<file path="config.mk">
export PLATFORM = sky130hd
export DESIGN_NAME = uart_cmd_regfile_flat
export DESIGN_NICKNAME = d
export VERILOG_FILES = /design/src/rtl/uart_cmd_regfile_pkg.sv /design/src/rtl/uart_cmd_regfile_if.sv /design/src/rtl/uart_cmd_pulse.sv /design/src/rtl/uart_cmd_regfile.sv /design/src/flat_wrapper.sv
export SDC_FILE = /design/constraint.sdc
export NUM_CORES = 1
export LEC_CHECK = 0
export ABC_AREA = 1
export ABC_CLOCK_PERIOD_IN_PS = 6000
export CAP_MARGIN = 0
export CORE_MARGIN = 2
export CORE_UTILIZATION = 40
export CTS_CLUSTER_DIAMETER = 120
export DETAILED_ROUTE_END_ITERATION = 16
export GPL_TIMING_DRIVEN = 0
export PLACE_DENSITY_LB_ADDON = 0.1
export RECOVER_POWER = 100
export SLEW_MARGIN = 30
export SYNTH_ARGS = -nofsm -noshare
export SYNTH_HDL_FRONTEND = slang
export SYNTH_SLANG_ARGS = --single-unit
</file>
<file path="constraint.sdc">
create_clock -name clk -period 6 [get_ports clk]
set_input_delay 0.9 -clock clk [delete_from_list [all_inputs] [get_ports clk]]
set_output_delay 0.9 -clock clk [all_outputs]
set_load 0.05 [all_outputs]
</file>
<file path="src/rtl/uart_cmd_regfile_pkg.sv">
// Shared definitions for the UART command decoder: opcodes, readback
// indices, command word fields and the opcode classifier.
package uart_cmd_regfile_pkg;

  localparam int CMD_W  = 20;
  localparam int OP_W   = 8;
  localparam int PL_W   = 12;
  localparam int OP_LSB = 12;

  localparam logic [7:0] OP_SEG     = 8'hF0;
  localparam logic [7:0] OP_RATE    = 8'hF1;
  localparam logic [7:0] OP_REFRESH = 8'hF2;
  localparam logic [7:0] OP_WAV     = 8'hF3;
  localparam logic [7:0] OP_SRST    = 8'hF4;
  localparam logic [7:0] OP_READ    = 8'hF5;
  localparam logic [7:0] OP_COMMIT  = 8'hF6;
  localparam logic [3:0] OP_FREQ_HI = 4'hD;

  localparam logic [7:0] RB_SEG     = 8'h00;
  localparam logic [7:0] RB_RATE    = 8'h01;
  localparam logic [7:0] RB_ERR     = 8'h02;
  localparam logic [3:0] RB_WAV_HI  = 4'h1;
  localparam logic [3:0] RB_FREQ_HI = 4'h2;

  localparam logic [2:0] SEG_MAX  = 3'd4;
  localparam logic [2:0] SEG_DEF  = 3'd0;
  localparam logic [1:0] RATE_DEF = 2'd2;
  localparam logic [7:0] ERR_SAT  = 8'hFF;

  typedef enum logic [3:0] {
    K_NONE,
    K_SEG,
    K_RATE,
    K_REFRESH,
    K_WAV,
    K_SRST,
    K_READ,
    K_COMMIT,
    K_FREQ
  } cmd_kind_t;

  // Classify an opcode; channel range checks are left to the caller.
  function automatic cmd_kind_t op_kind(input logic [7:0] op);
    cmd_kind_t k;
    k = K_NONE;
    case (op)
      OP_SEG:     k = K_SEG;
      OP_RATE:    k = K_RATE;
      OP_REFRESH: k = K_REFRESH;
      OP_WAV:     k = K_WAV;
      OP_SRST:    k = K_SRST;
      OP_READ:    k = K_READ;
      OP_COMMIT:  k = K_COMMIT;
      default:    k = (op[7:4] == OP_FREQ_HI) ? K_FREQ : K_NONE;
    endcase
    return k;
  endfunction

endpackage

</file>
<file path="src/rtl/uart_cmd_regfile_if.sv">
// Command/response channel between the UART deframer and the decoder.
interface uart_cmd_regfile_if;
  import uart_cmd_regfile_pkg::*;

  logic             cmd_valid;
  logic [CMD_W-1:0] cmd_data;
  logic             cmd_ack;
  logic             cmd_err;
  logic             resp_valid;
  logic [PL_W-1:0]  resp_data;

  modport master (
    output cmd_valid, cmd_data,
    input  cmd_ack, cmd_err, resp_valid, resp_data
  );

  modport slave (
    input  cmd_valid, cmd_data,
    output cmd_ack, cmd_err, resp_valid, resp_data
  );
endinterface

</file>
<file path="src/rtl/uart_cmd_pulse.sv">
// Retriggerable fixed-length pulse: active for LEN cycles after the last
// trigger. POLARITY selects the active level of the output.
module uart_cmd_pulse #(
  parameter int LEN      = 2,
  parameter bit POLARITY = 1'b1
) (
  input  logic clk,
  input  logic rst_n,
  input  logic trig,
  input  logic clr,
  output logic pulse
);

  localparam int CW = $clog2(LEN);

  logic [CW-1:0] remain;

  // Down-counter with terminal-count compare; a trigger always reloads,
  // so a retrigger on the terminal cycle extends the pulse.
  always_ff @(posedge clk or negedge rst_n) begin
    if (!rst_n) begin
      pulse  <= ~POLARITY;
      remain <= '0;
    end else if (trig) begin
      pulse  <= POLARITY;
      remain <= CW'(LEN - 1);
    end else if (clr) begin
      pulse  <= ~POLARITY;
      remain <= '0;
    end else if (pulse == POLARITY) begin
      if (remain == '0) pulse <= ~POLARITY;
      else remain <= remain - CW'(1);
    end
  end

endmodule

</file>
<file path="src/rtl/uart_cmd_regfile.sv">
// UART command decoder and control register file: decodes framed command
// words into display, FFT and per-channel DDS controls, with optional
// shadow/commit staging, readback, soft reset and error counting.
module uart_cmd_regfile
  import uart_cmd_regfile_pkg::*;
#(
  parameter int NUM_CH    = 2,
  parameter int FREQ_W    = 12,
  parameter int FREQ_DEF  = 500,
  parameter int PULSE_LEN = 20000,
  parameter int RST_LEN   = 64,
  parameter int SHADOW    = 1
) (
  input  logic                     clk,
  input  logic                     rst_n,
  uart_cmd_regfile_if.slave        bus,
  output logic                     refresh,
  output logic                     system_resetn,
  output logic [2:0]               seg_en,
  output logic [1:0]               fft_rate,
  output logic [2*NUM_CH-1:0]      wav_sel,
  output logic [FREQ_W*NUM_CH-1:0] freq,
  output logic [7:0]               err_cnt
);

  localparam logic [FREQ_W-1:0] FREQ_RST = FREQ_W'(FREQ_DEF);

  logic [OP_W-1:0] op;
  logic [PL_W-1:0] pl;
  cmd_kind_t       kind;
  logic            legal;
  logic            accept;
  logic            reject;
  logic [PL_W-1:0] rb_val;
  logic            do_srst;
  logic            do_refresh;
  logic            srst_busy;

  logic [2:0]        seg_sh;
  logic [1:0]        rate_sh;
  logic [1:0]        wav_sh   [NUM_CH];
  logic [FREQ_W-1:0] freq_sh  [NUM_CH];
  logic [1:0]        wav_act  [NUM_CH];
  logic [FREQ_W-1:0] freq_act [NUM_CH];

  assign op         = bus.cmd_data[CMD_W-1:OP_LSB];
  assign pl         = bus.cmd_data[PL_W-1:0];
  assign srst_busy  = ~system_resetn;
  assign do_srst    = accept && (kind == K_SRST);
  assign do_refresh = accept && (kind == K_REFRESH);

  function automatic logic ch_ok(input logic [3:0] ch);
    return {28'd0, ch} < 32'(NUM_CH);
  endfunction

  // Decode the command word, validate its payload and pick the readback value.
  always_comb begin
    kind   = op_kind(op);
    legal  = 1'b0;
    rb_val = '0;
    case (kind)
      K_SEG:     legal = (pl[2:0] <= SEG_MAX);
      K_RATE:    legal = (pl[11:2] == '0);
      K_REFRESH: legal = 1'b1;
      K_SRST:    legal = 1'b1;
      K_COMMIT:  legal = 1'b1;
      K_WAV:     legal = ch_ok(pl[11:8]);
      K_FREQ:    legal = ch_ok(op[3:0]);
      K_READ: begin
        if (pl[7:0] == RB_SEG) begin
          legal  = 1'b1;
          rb_val = {9'd0, seg_en};
        end else if (pl[7:0] == RB_RATE) begin
          legal  = 1'b1;
          rb_val = {10'd0, fft_rate};
        end else if (pl[7:0] == RB_ERR) begin
          legal  = 1'b1;
          rb_val = {4'd0, err_cnt};
        end else begin
          for (int i = 0; i < NUM_CH; i++) begin
            if (pl[7:4] == RB_WAV_HI && pl[3:0] == i[3:0]) begin
              legal  = 1'b1;
              rb_val = {10'd0, wav_act[i]};
            end
            if (pl[7:4] == RB_FREQ_HI && pl[3:0] == i[3:0]) begin
              legal  = 1'b1;
              rb_val = PL_W'(freq_act[i]);
            end
          end
        end
      end
      default:   legal = 1'b0;
    endcase
    accept = bus.cmd_valid && legal && !srst_busy;
    reject = bus.cmd_valid && !accept;
  end

  // Handshake pulses, readback response and the saturating error counter.
  always_ff @(posedge clk or negedge rst_n) begin
    if (!rst_n) begin
      bus.cmd_ack    <= 1'b0;
      bus.cmd_err    <= 1'b0;
      bus.resp_valid <= 1'b0;
      bus.resp_data  <= '0;
      err_cnt        <= '0;
    end else begin
      bus.cmd_ack    <= accept;
      bus.cmd_err    <= reject;
      bus.resp_valid <= accept && (kind == K_READ);
      if (accept && kind == K_READ) bus.resp_data <= rb_val;
      if (reject && err_cnt != ERR_SAT) err_cnt <= err_cnt + 8'd1;
    end
  end

  // Register file: writes land in the shadow copy (and directly in the active
  // copy when staging is off); commit copies every shadow at once.
  always_ff @(posedge clk or negedge rst_n) begin
    if (!rst_n) begin
      seg_sh   <= SEG_DEF;
      rate_sh  <= RATE_DEF;
      seg_en   <= SEG_DEF;
      fft_rate <= RATE_DEF;
      for (int i = 0; i < NUM_CH; i++) begin
        wav_sh[i]   <= '0;
        freq_sh[i]  <= FREQ_RST;
        wav_act[i]  <= '0;
        freq_act[i] <= FREQ_RST;
      end
    end else if (do_srst) begin
      seg_sh   <= SEG_DEF;
      rate_sh  <= RATE_DEF;
      seg_en   <= SEG_DEF;
      fft_rate <= RATE_DEF;
      for (int i = 0; i < NUM_CH; i++) begin
        wav_sh[i]   <= '0;
        freq_sh[i]  <= FREQ_RST;
        wav_act[i]  <= '0;
        freq_act[i] <= FREQ_RST;
      end
    end else if (accept) begin
      case (kind)
        K_SEG: begin
          seg_sh <= pl[2:0];
          if (SHADOW == 0) seg_en <= pl[2:0];
        end
        K_RATE: begin
          rate_sh <= pl[1:0];
          if (SHADOW == 0) fft_rate <= pl[1:0];
        end
        K_WAV: begin
          for (int i = 0; i < NUM_CH; i++) begin
            if (pl[11:8] == i[3:0]) begin
              wav_sh[i] <= pl[1:0];
              if (SHADOW == 0) wav_act[i] <= pl[1:0];
            end
          end
        end
        K_FREQ: begin
          for (int i = 0; i < NUM_CH; i++) begin
            if (op[3:0] == i[3:0]) begin
              freq_sh[i] <= pl[FREQ_W-1:0];
              if (SHADOW == 0) freq_act[i] <= pl[FREQ_W-1:0];
            end
          end
        end
        K_COMMIT: begin
          if (SHADOW != 0) begin
            seg_en   <= seg_sh;
            fft_rate <= rate_sh;
            for (int i = 0; i < NUM_CH; i++) begin
              wav_act[i]  <= wav_sh[i];
              freq_act[i] <= freq_sh[i];
            end
          end
        end
        default: ;
      endcase
    end
  end

  // Flatten per-channel active registers onto the output buses, ch0 in LSBs.
  always_comb begin
    wav_sel = '0;
    freq    = '0;
    for (int i = 0; i < NUM_CH; i++) begin
      wav_sel[2*i +: 2]       = wav_act[i];
      freq[FREQ_W*i +: FREQ_W] = freq_act[i];
    end
  end

  uart_cmd_pulse #(
    .LEN      (PULSE_LEN),
    .POLARITY (1'b1)
  ) u_refresh (
    .clk   (clk),
    .rst_n (rst_n),
    .trig  (do_refresh),
    .clr   (do_srst),
    .pulse (refresh)
  );

  uart_cmd_pulse #(
    .LEN      (RST_LEN),
    .POLARITY (1'b0)
  ) u_soft_rst (
    .clk   (clk),
    .rst_n (rst_n),
    .trig  (do_srst),
    .clr   (1'b0),
    .pulse (system_resetn)
  );

endmodule

</file>
<file path="src/flat_wrapper.sv">
// flat-port wrapper written by rule: the top's interface ports become plain ports
module uart_cmd_regfile_flat import uart_cmd_regfile_pkg::*;
#(
  parameter int NUM_CH    = 2,
  parameter int FREQ_W    = 12,
  parameter int FREQ_DEF  = 500,
  parameter int PULSE_LEN = 20000,
  parameter int RST_LEN   = 64,
  parameter int SHADOW    = 1
)
  (clk, rst_n, refresh, system_resetn, seg_en, fft_rate, wav_sel, freq, err_cnt, bus_cmd_valid, bus_cmd_data, bus_cmd_ack, bus_cmd_err, bus_resp_valid, bus_resp_data);
  uart_cmd_regfile_if bus_i ();
  input  logic clk;
  input  logic rst_n;
  output logic refresh;
  output logic system_resetn;
  output logic [2:0] seg_en;
  output logic [1:0] fft_rate;
  output logic [2*NUM_CH-1:0] wav_sel;
  output logic [FREQ_W*NUM_CH-1:0] freq;
  output logic [7:0] err_cnt;
  input wire logic [$bits(bus_i.cmd_valid)-1:0] bus_cmd_valid;
  input wire logic [$bits(bus_i.cmd_data)-1:0] bus_cmd_data;
  output wire logic [$bits(bus_i.cmd_ack)-1:0] bus_cmd_ack;
  output wire logic [$bits(bus_i.cmd_err)-1:0] bus_cmd_err;
  output wire logic [$bits(bus_i.resp_valid)-1:0] bus_resp_valid;
  output wire logic [$bits(bus_i.resp_data)-1:0] bus_resp_data;
  assign bus_i.cmd_valid = bus_cmd_valid;
  assign bus_i.cmd_data = bus_cmd_data;
  assign bus_cmd_ack = bus_i.cmd_ack;
  assign bus_cmd_err = bus_i.cmd_err;
  assign bus_resp_valid = bus_i.resp_valid;
  assign bus_resp_data = bus_i.resp_data;
  uart_cmd_regfile #(.NUM_CH(NUM_CH), .FREQ_W(FREQ_W), .FREQ_DEF(FREQ_DEF), .PULSE_LEN(PULSE_LEN), .RST_LEN(RST_LEN), .SHADOW(SHADOW)) u_core (.clk(clk), .rst_n(rst_n), .bus(bus_i), .refresh(refresh), .system_resetn(system_resetn), .seg_en(seg_en), .fft_rate(fft_rate), .wav_sel(wav_sel), .freq(freq), .err_cnt(err_cnt));
endmodule
</file>
== After elaboration in Yosys (flattened, before gate mapping) ==
Index checks and enable logic that the tools add are counted.

* Add/subtract/negate cells: 3
* Order comparisons: 3
* Eq/ne operators: 27
* Mux-type cells: 60
* Reduce and logical (&&, ||, !) cells: 40

{| class="wikitable"
|+ Operator list
! cell !! number
|-
| two-way mux 24 bit || 6
|-
| two-way mux 12 bit || 9
|-
| two-way mux 15 bit || 4
|-
| == test 8 bit (second input constant) || 7
|-
| two-way mux 4 bit || 7
|-
| case mux 4 bit (7 select lines) || 1
|-
| == test 4 x 1 -> 1 bit (second input constant) || 5
|-
| nonzero test 2 bit || 10
|-
| two-way mux 2 bit || 9
|-
| two-way mux 3 bit || 6
|-
| two-way mux 6 bit || 3
|-
| == test 4 x 3 -> 1 bit (second input constant) || 4
|-
| zero test 15 bit || 1
|-
| subtractor 15 x 1 -> 15 bit (second input constant) || 1
|-
| two-way mux 1 bit || 14
|-
| == test 4 x 2 -> 1 bit (second input constant) || 3
|-
| zero test 4 bit || 3
|-
| AND reduction 3 bit || 4
|-
| logical AND 1 bit || 11
|-
| zero test 10 bit || 1
|-
| AND reduction 2 bit || 5
|-
| adder 8 x 1 -> 8 bit (second input constant) || 1
|-
| == test 4 bit (second input constant) || 2
|-
| == test 8 x 1 -> 1 bit (second input constant) || 1
|-
| 13 further kinds || 15
|}

* Register bits: 112
* Bits of input ports: 23
* Output and inout bits: 58
* Logic and storage cells: 154

== Depth between registers and ports, before layout ==
* Depth after elaboration: 15
* Mapped depth: 15
* Depth with buffers taken out: 14

== By module ==
Synthesis repeated with hierarchy kept, for this count alone.

* Cells, all modules: 832
* Area total of the unflattened synthesis: 6,177.2 sq um

{| class="wikitable"
|+ By module, submodules not included
! module !! times used !! cells an instance !! area an instance (sq um) !! seq. area each (sq um)
|-
| uart_cmd_regfile || 1 || 626 || 4,642.0 || 2,259.7
|-
| uart_cmd_pulse at u_core.u_refresh || 1 || 147 || 1,078.5 || 400.4
|-
| uart_cmd_pulse at u_core.u_soft_rst || 1 || 59 || 456.7 || 176.4
|}

== Least setup slack after synthesis ==
Ideal clock, no wire load.

* Path type: input port to flip-flop
* From: input bus_cmd_data[19]
* To: register u_core.freq_act, in the netlist u_core.freq[10]
* Setup time: 0.119 ns
* Arrival: 2.269 ns
* Required time: 5.881 ns
* Slack: 3.611 ns
* Stages: 14
* Path buffers: 1
* Cell sequence: nand2_1 > nor2_1 > inv_1 > nor2_1 > nand3_1 > nand2_1 > inv_2 > nand4_4 > nand2_4 > inv_2 > nand2_2 > buf_2 > nand2_1 > nand2_1

* Word-level cells in the longest chain between the ends: 11
* Elaborated cells between the ends (all ways): 27
* Those cells by class: eq/ne (16); mux (4); reduce/logical (7)

{| class="wikitable"
|+ RTL lines
! what !! line !! RTL
|-
| from (decl) || flat_wrapper.sv:23 || <nowiki>input wire logic [$bits(bus_i.cmd_data)-1:0] bus_cmd_data;</nowiki>
|-
| == test 4 bit || uart_cmd_regfile_pkg.sv:54 || <nowiki>default: k = (op[7:4] == OP_FREQ_HI) ? K_FREQ : K_NONE;</nowiki>
|-
| two-way mux 4 bit || uart_cmd_regfile_pkg.sv:54 ||
|-
| case mux 4 bit (7 select lines) (*) || uart_cmd_regfile_pkg.sv:46 || <nowiki>case (op)</nowiki>
|-
| == test 4 x 3 -> 1 bit / == test 4 x 2 -> 1 bit (equally long branches) || uart_cmd_regfile.sv:61 || <nowiki>case (kind)</nowiki>
|-
| OR reduction 3 bit (no line) || -- ||
|-
| case mux 1 bit (6 select lines) (*) || uart_cmd_regfile.sv:61 ||
|-
| logical AND 1 bit (*) (2 in series) || uart_cmd_regfile.sv:94 || <nowiki>accept = bus.cmd_valid && legal && !srst_busy;</nowiki>
|-
| named net u_core.accept || uart_cmd_regfile.sv:32 || <nowiki>logic accept;</nowiki>
|-
| logical AND 1 bit || uart_cmd_regfile.sv:49 || <nowiki>assign do_srst = accept && (kind == K_SRST);</nowiki>
|-
| nonzero test 2 bit (no line) || -- ||
|-
| AND reduction 2 bit (no line) || -- ||
|-
| to (signal, indexed assignment) || uart_cmd_regfile.sv:162 || <nowiki>if (SHADOW == 0) freq_act[i] <= pl[FREQ_W-1:0];</nowiki>
|-
| to (signal, indexed assignment) || uart_cmd_regfile.sv:172 || <nowiki>freq_act[i] <= freq_sh[i];</nowiki>
|-
| to (decl) || uart_cmd_regfile.sv:44 || <nowiki>logic [FREQ_W-1:0] freq_act [NUM_CH];</nowiki>
|}

The timed path passes the listed nets; every way through them passes the cells marked *.
A chain may end at the register's enable or synchronous reset.

== Final worst setup path ==
* From: input bus_cmd_data[1]
* To: register u_core.seg_en[0]

* Word-level cells in the longest chain between the ends: 15
* Elaborated cells between the ends (all ways): 25
* Those cells by class: order compare (1); eq/ne (3); mux (9); reduce/logical (12)

{| class="wikitable"
|+ RTL lines
! what !! line !! RTL
|-
| zero test 4 bit || uart_cmd_regfile.sv:81, uart_cmd_regfile.sv:85 ||
|-
| logical AND 1 bit || uart_cmd_regfile.sv:81 || <nowiki>if (pl[7:4] == RB_WAV_HI && pl[3:0] == i[3:0]) begin</nowiki>
|-
| two-way mux 1 bit || uart_cmd_regfile.sv:81 ||
|-
| two-way mux 1 bit || uart_cmd_regfile.sv:85 || <nowiki>if (pl[7:4] == RB_FREQ_HI && pl[3:0] == i[3:0]) begin</nowiki>
|-
| two-way mux 1 bit || uart_cmd_regfile.sv:81 ||
|-
| two-way mux 1 bit || uart_cmd_regfile.sv:85 ||
|-
| two-way mux 1 bit || uart_cmd_regfile.sv:76 || <nowiki>end else if (pl[7:0] == RB_ERR) begin</nowiki>
|-
| two-way mux 1 bit || uart_cmd_regfile.sv:73 || <nowiki>end else if (pl[7:0] == RB_RATE) begin</nowiki>
|-
| two-way mux 1 bit || uart_cmd_regfile.sv:70 || <nowiki>if (pl[7:0] == RB_SEG) begin</nowiki>
|-
| case mux 1 bit (6 select lines) (*) || uart_cmd_regfile.sv:61 ||
|-
| logical AND 1 bit (*) (2 in series) || uart_cmd_regfile.sv:94 ||
|-
| named net u_core.accept || uart_cmd_regfile.sv:32 ||
|-
| logical AND 1 bit || uart_cmd_regfile.sv:49 ||
|-
| nonzero test 2 bit (no line) || -- ||
|-
| AND reduction 2 bit (no line) || -- ||
|-
| to (signal assigned) || uart_cmd_regfile.sv:144 || <nowiki>if (SHADOW == 0) seg_en <= pl[2:0];</nowiki>
|-
| to (signal assigned) || uart_cmd_regfile.sv:168 || <nowiki>seg_en <= seg_sh;</nowiki>
|-
| to (decl) || uart_cmd_regfile.sv:19 || <nowiki>output logic [2:0] seg_en,</nowiki>
|}

Marked as above.

==> impl_results.md <==
- Fillers: 1395
- Endpoint of the worst hold path: u_core.freq_sh[8]
- Sequential cell area: 0.002836 sq mm
- Via count of the first global-routing pass: 4963
- Total wire length after detailed routing: approximately 15000 um
- Number of buffers between clock root and the deepest sink: 2
- Max Clock Skew: 0.006337 ns
- GRT Util Overall: 21.25%
- Flop and latch count out of synthesis: around 110
- Final estimated routing congestion in global placement: about 0.92
- DR WL/cell: between 10 and 15 um
- Number of setup buffers added after CTS: 0
- Total placed instance area: around 0.0068 sq mm
- Area enclosed by the die boundary: 0.01536 sq mm
- Nets@finish: 879
- Worst setup slack after placement: between 2 and 3 ns
- Arrival time of data at the critical path endpoint: 4.39 ns
- Leakage power total: between 3 and 4 nW
- Number of H-tree branching levels: 3
- Placeable core area: 0.01399 sq mm
- Hold buffer count at cts: 0
- Time the worst path needs with I/O delays and setup: 4.146 ns
- Area occupied by multi-input gates: 0.002384 sq mm
- CP max FO: 10
- Clk_lat worst skew: 0.36 ns
- Global route overflow: 0
- Total Power: 1.615 mW
- Gate count of the mapped netlist: 760
- Wire length of the first global-routing pass: 25040 um
- Logic depth of the worst register-to-register path: 13
- WHS Path Cells: 2
- Master cell of the clock root buffer: sky130_fd_sc_hd__clkbuf_16
- Antenna violations before repair: 0
- Resized Gates After CTS: 0
- Count of distinct cell types in the synthesized netlist: 37
- Placed wire-length estimate after detailed placement: 11320 um
- Worst Setup Path Type: in2reg
- Avg Cell Area, Syn: 7.573 sq um
- Largest net degree at the start of global routing: 76
- Remaining antenna violation count after routing: 0
- Violations in the final reports: capacitance limit, slew limit
- Drt drc: 0
- Vertical die dimension: approximately 120 um
- Category of the worst setup path launch point: input port
- Horizontal die dimension: ~120 um
- Total via count in the routed design: 5144
- Iter 0 DRT Violations: 370
- Area growth from synthesis to layout: 22.48%
- Final non-filler cell area: 0.007049 sq mm
- CP Capture Type: flop
- Final cycle utilization of the critical path: 69.10%
- Clock transition at path regs: around 0.070 ns
- FP Rows: 43
- Drt pass-1 iters: 5
- Start point of the worst min-delay path: u_core.freq_sh[8]
- Net count after synthesis: 787
- Transition time of the tightest slew-check pin: 2.016 ns
- MaxCap Viol Count: 2
- Total instance count after detailed placement: 1021
- Post-Layout Cell Count: 1037
- Type of the worst min-delay path: reg2reg
- Post-synthesis instance area: 0.005756 sq mm
- Detailed-route vias per instance: 4.960
- Worst flop-to-flop path startpoint: u_core.u_refresh.remain[0]
- Setup slack of the critical path after layout: 1.854 ns
- Accumulated negative setup slack: 0 ns
- Final number of setup-violating endpoints: 0
- Fraction of final layout cells sized beyond drive strength 1: 7.818%
- Pins over their slew limit: 115
- Initial standard-cell utilization of the core: 41.14%
- Largest vdd supply drop: 0.0001642 V
- Part of the Yosys area used for sequential elements: 49.28%
- Number of hold violations in the final report: 0
- TritonCTS Sinks: 112
- Areal power density over the cells: 229.1 mW/mm^2
- Data required time of the worst path: approximately 6.3 ns
- Number of buffers inserted by port buffering: 80
- RSZ-0062 raised after global routing: false
- Worst hold slack across all endpoints: 0.4666 ns
- TritonCTS clock tree: built
- FF-to-FF End: u_core.u_refresh.remain[7]
- Async SR Flop Fraction: 100.0%
- Post-synth EDFFs: 0
- Result of the run: finished with violations
- Utilization of the core after routing: 50.39%
- Inserted Diodes: 0
- Top-level port count: 81
- Fmax: 0.2412 GHz
- Relative slew slack: -34.38%
- Setup slack of the worst register-to-register path: approximately 3.6 ns
- Synthesis warning total: 0
- Post-synth top flop: sky130_fd_sc_hd__dfrtp_1
- TritonCTS buffer count: 9
cells by family after synthesis:
| kind of cell | count (synthesis) | share of synthesized area, % |
|---|---|---|
| buf+inv | 127 | 8.717 |
| xor+xnor | 16 | 2.435 |
| fa+ha+maj | 4 | 0.8696 |
| compound gates | 52 | 5.522 |
| simple gates | 449 | 33.17 |
| flops | 112 | 49.28 |
how the worst max path moves through the flow:
stage / startpoint / to / cells past startpoint
floorplan: bus_cmd_data[19] / u_core.freq[10] / 14
finish: bus_cmd_data[1] / u_core.seg_en[0] / 14
detailed placement: bus_cmd_data[1] / u_core.freq[11] / 14
global route: bus_cmd_data[1] / u_core.seg_en[0] / 14
global placement: rst_n / u_core.u_refresh.remain[12] / 1
CTS: bus_cmd_data[1] / u_core.seg_en[0] / 14
cell type report:
class	instances	share of cell area, %
inverter	109	5.804
tap	180	3.195
clock buffer	10	3.390
clock inverter	6	1.171
multi-input combinational	521	33.81
buffer	18	1.047
sequential	112	40.24
timing repair buffer	81	11.34
power breakdown:
| part | switching (mW) | internal, mW | total, mW |
|---|---|---|---|
| sequential | 0.0283 | 0.770 | 0.798 |
| clock | 0.274 | 0.375 | 0.649 |
| combinational | 0.114 | 0.0542 | 0.168 |
critical path, stage by stage:
cell and delay, ns:
sky130_fd_sc_hd__dlygate4sd3_1 0.67, sky130_fd_sc_hd__inv_1 0.17, sky130_fd_sc_hd__nand2_1 0.09, sky130_fd_sc_hd__nor2_1 0.49, sky130_fd_sc_hd__o21ai_0 0.20, sky130_fd_sc_hd__nand3_1 0.14, sky130_fd_sc_hd__nand2_1 0.07, sky130_fd_sc_hd__nand4_1 0.30
sky130_fd_sc_hd__nand2_1 0.34, sky130_fd_sc_hd__inv_1 0.25, sky130_fd_sc_hd__nand2_1 0.20, sky130_fd_sc_hd__clkbuf_1 0.35, sky130_fd_sc_hd__nand2_1 0.15, sky130_fd_sc_hd__nand2_1 0.06
routing by layer:
metal  vias to the layer above  wire length (um)  global-route usage [%]
met3                        14               716                   3.617
met5                         -                 0                       0
met2                       141              7242                   35.03
met4                         0               200                   6.039
li1                       2555                 -                       -
met1                      2434              7125                   28.92
cell usage in the layout, fill, tap and decap left out, types with 7 or more instances in the layout:
cell / netlist / final
sky130_fd_sc_hd__nand3_1: 65 / 65
sky130_fd_sc_hd__a21oi_1: 7 / 7
sky130_fd_sc_hd__o21ai_0: 12 / 25
sky130_fd_sc_hd__xor2_1: 12 / 12
sky130_fd_sc_hd__clkbuf_16: 0 / 9
sky130_fd_sc_hd__inv_1: 99 / 101
sky130_fd_sc_hd__clkbuf_1: 2 / 14
sky130_fd_sc_hd__nor2_1: 52 / 54
sky130_fd_sc_hd__nand2_1: 288 / 290
sky130_fd_sc_hd__nand4_1: 18 / 19
sky130_fd_sc_hd__clkdlybuf4s50_1: 0 / 20
sky130_fd_sc_hd__inv_2: 9 / 7
sky130_fd_sc_hd__dfstp_2: 27 / 27
sky130_fd_sc_hd__dlygate4sd3_1: 0 / 59
sky130_fd_sc_hd__nor3_1: 7 / 7
sky130_fd_sc_hd__dfrtp_1: 85 / 85
synthesized netlist by cell type (2+ instances only):
library cell	n	share of area (%)
sky130_fd_sc_hd__o21ai_1	17	1.5
sky130_fd_sc_hd__inv_1	99	6.5
sky130_fd_sc_hd__nor2_4	3	0.59
sky130_fd_sc_hd__o221ai_1	2	0.30
sky130_fd_sc_hd__ha_1	4	0.87
sky130_fd_sc_hd__xor2_1	12	1.8
sky130_fd_sc_hd__nand3_1	65	5.7
sky130_fd_sc_hd__nor3_1	7	0.61
sky130_fd_sc_hd__xnor2_1	4	0.61
sky130_fd_sc_hd__nand3b_1	2	0.26
sky130_fd_sc_hd__a32o_1	3	0.52
sky130_fd_sc_hd__dfrtp_1	85	37
sky130_fd_sc_hd__nand4_1	18	2.0
sky130_fd_sc_hd__o22ai_1	3	0.33
sky130_fd_sc_hd__o21ai_0	12	1.0
sky130_fd_sc_hd__buf_4	2	0.26
sky130_fd_sc_hd__o211ai_1	3	0.39
sky130_fd_sc_hd__or2_2	5	0.54
sky130_fd_sc_hd__a21oi_1	7	0.61
sky130_fd_sc_hd__buf_2	14	1.2
sky130_fd_sc_hd__nor2_2	3	0.33
sky130_fd_sc_hd__inv_2	9	0.59
sky130_fd_sc_hd__nand2_1	288	19
sky130_fd_sc_hd__nor2_1	52	3.4
sky130_fd_sc_hd__o211ai_2	2	0.43
sky130_fd_sc_hd__clkbuf_1	2	0.13
sky130_fd_sc_hd__dfstp_2	27	12
sequential cells by signal, indices dropped and copies added, names as in the netlist, 4 cells and up:
register,flops
u_core.wav_sh,4
u_core.u_refresh.remain,15
u_core.bus.resp_data,12
u_core.freq_sh,24
u_core.freq,24
u_core.err_cnt,8
u_core.wav_sel,4
u_core.u_soft_rst.remain,6
Note: power is estimated with default switching activity, not from simulation.
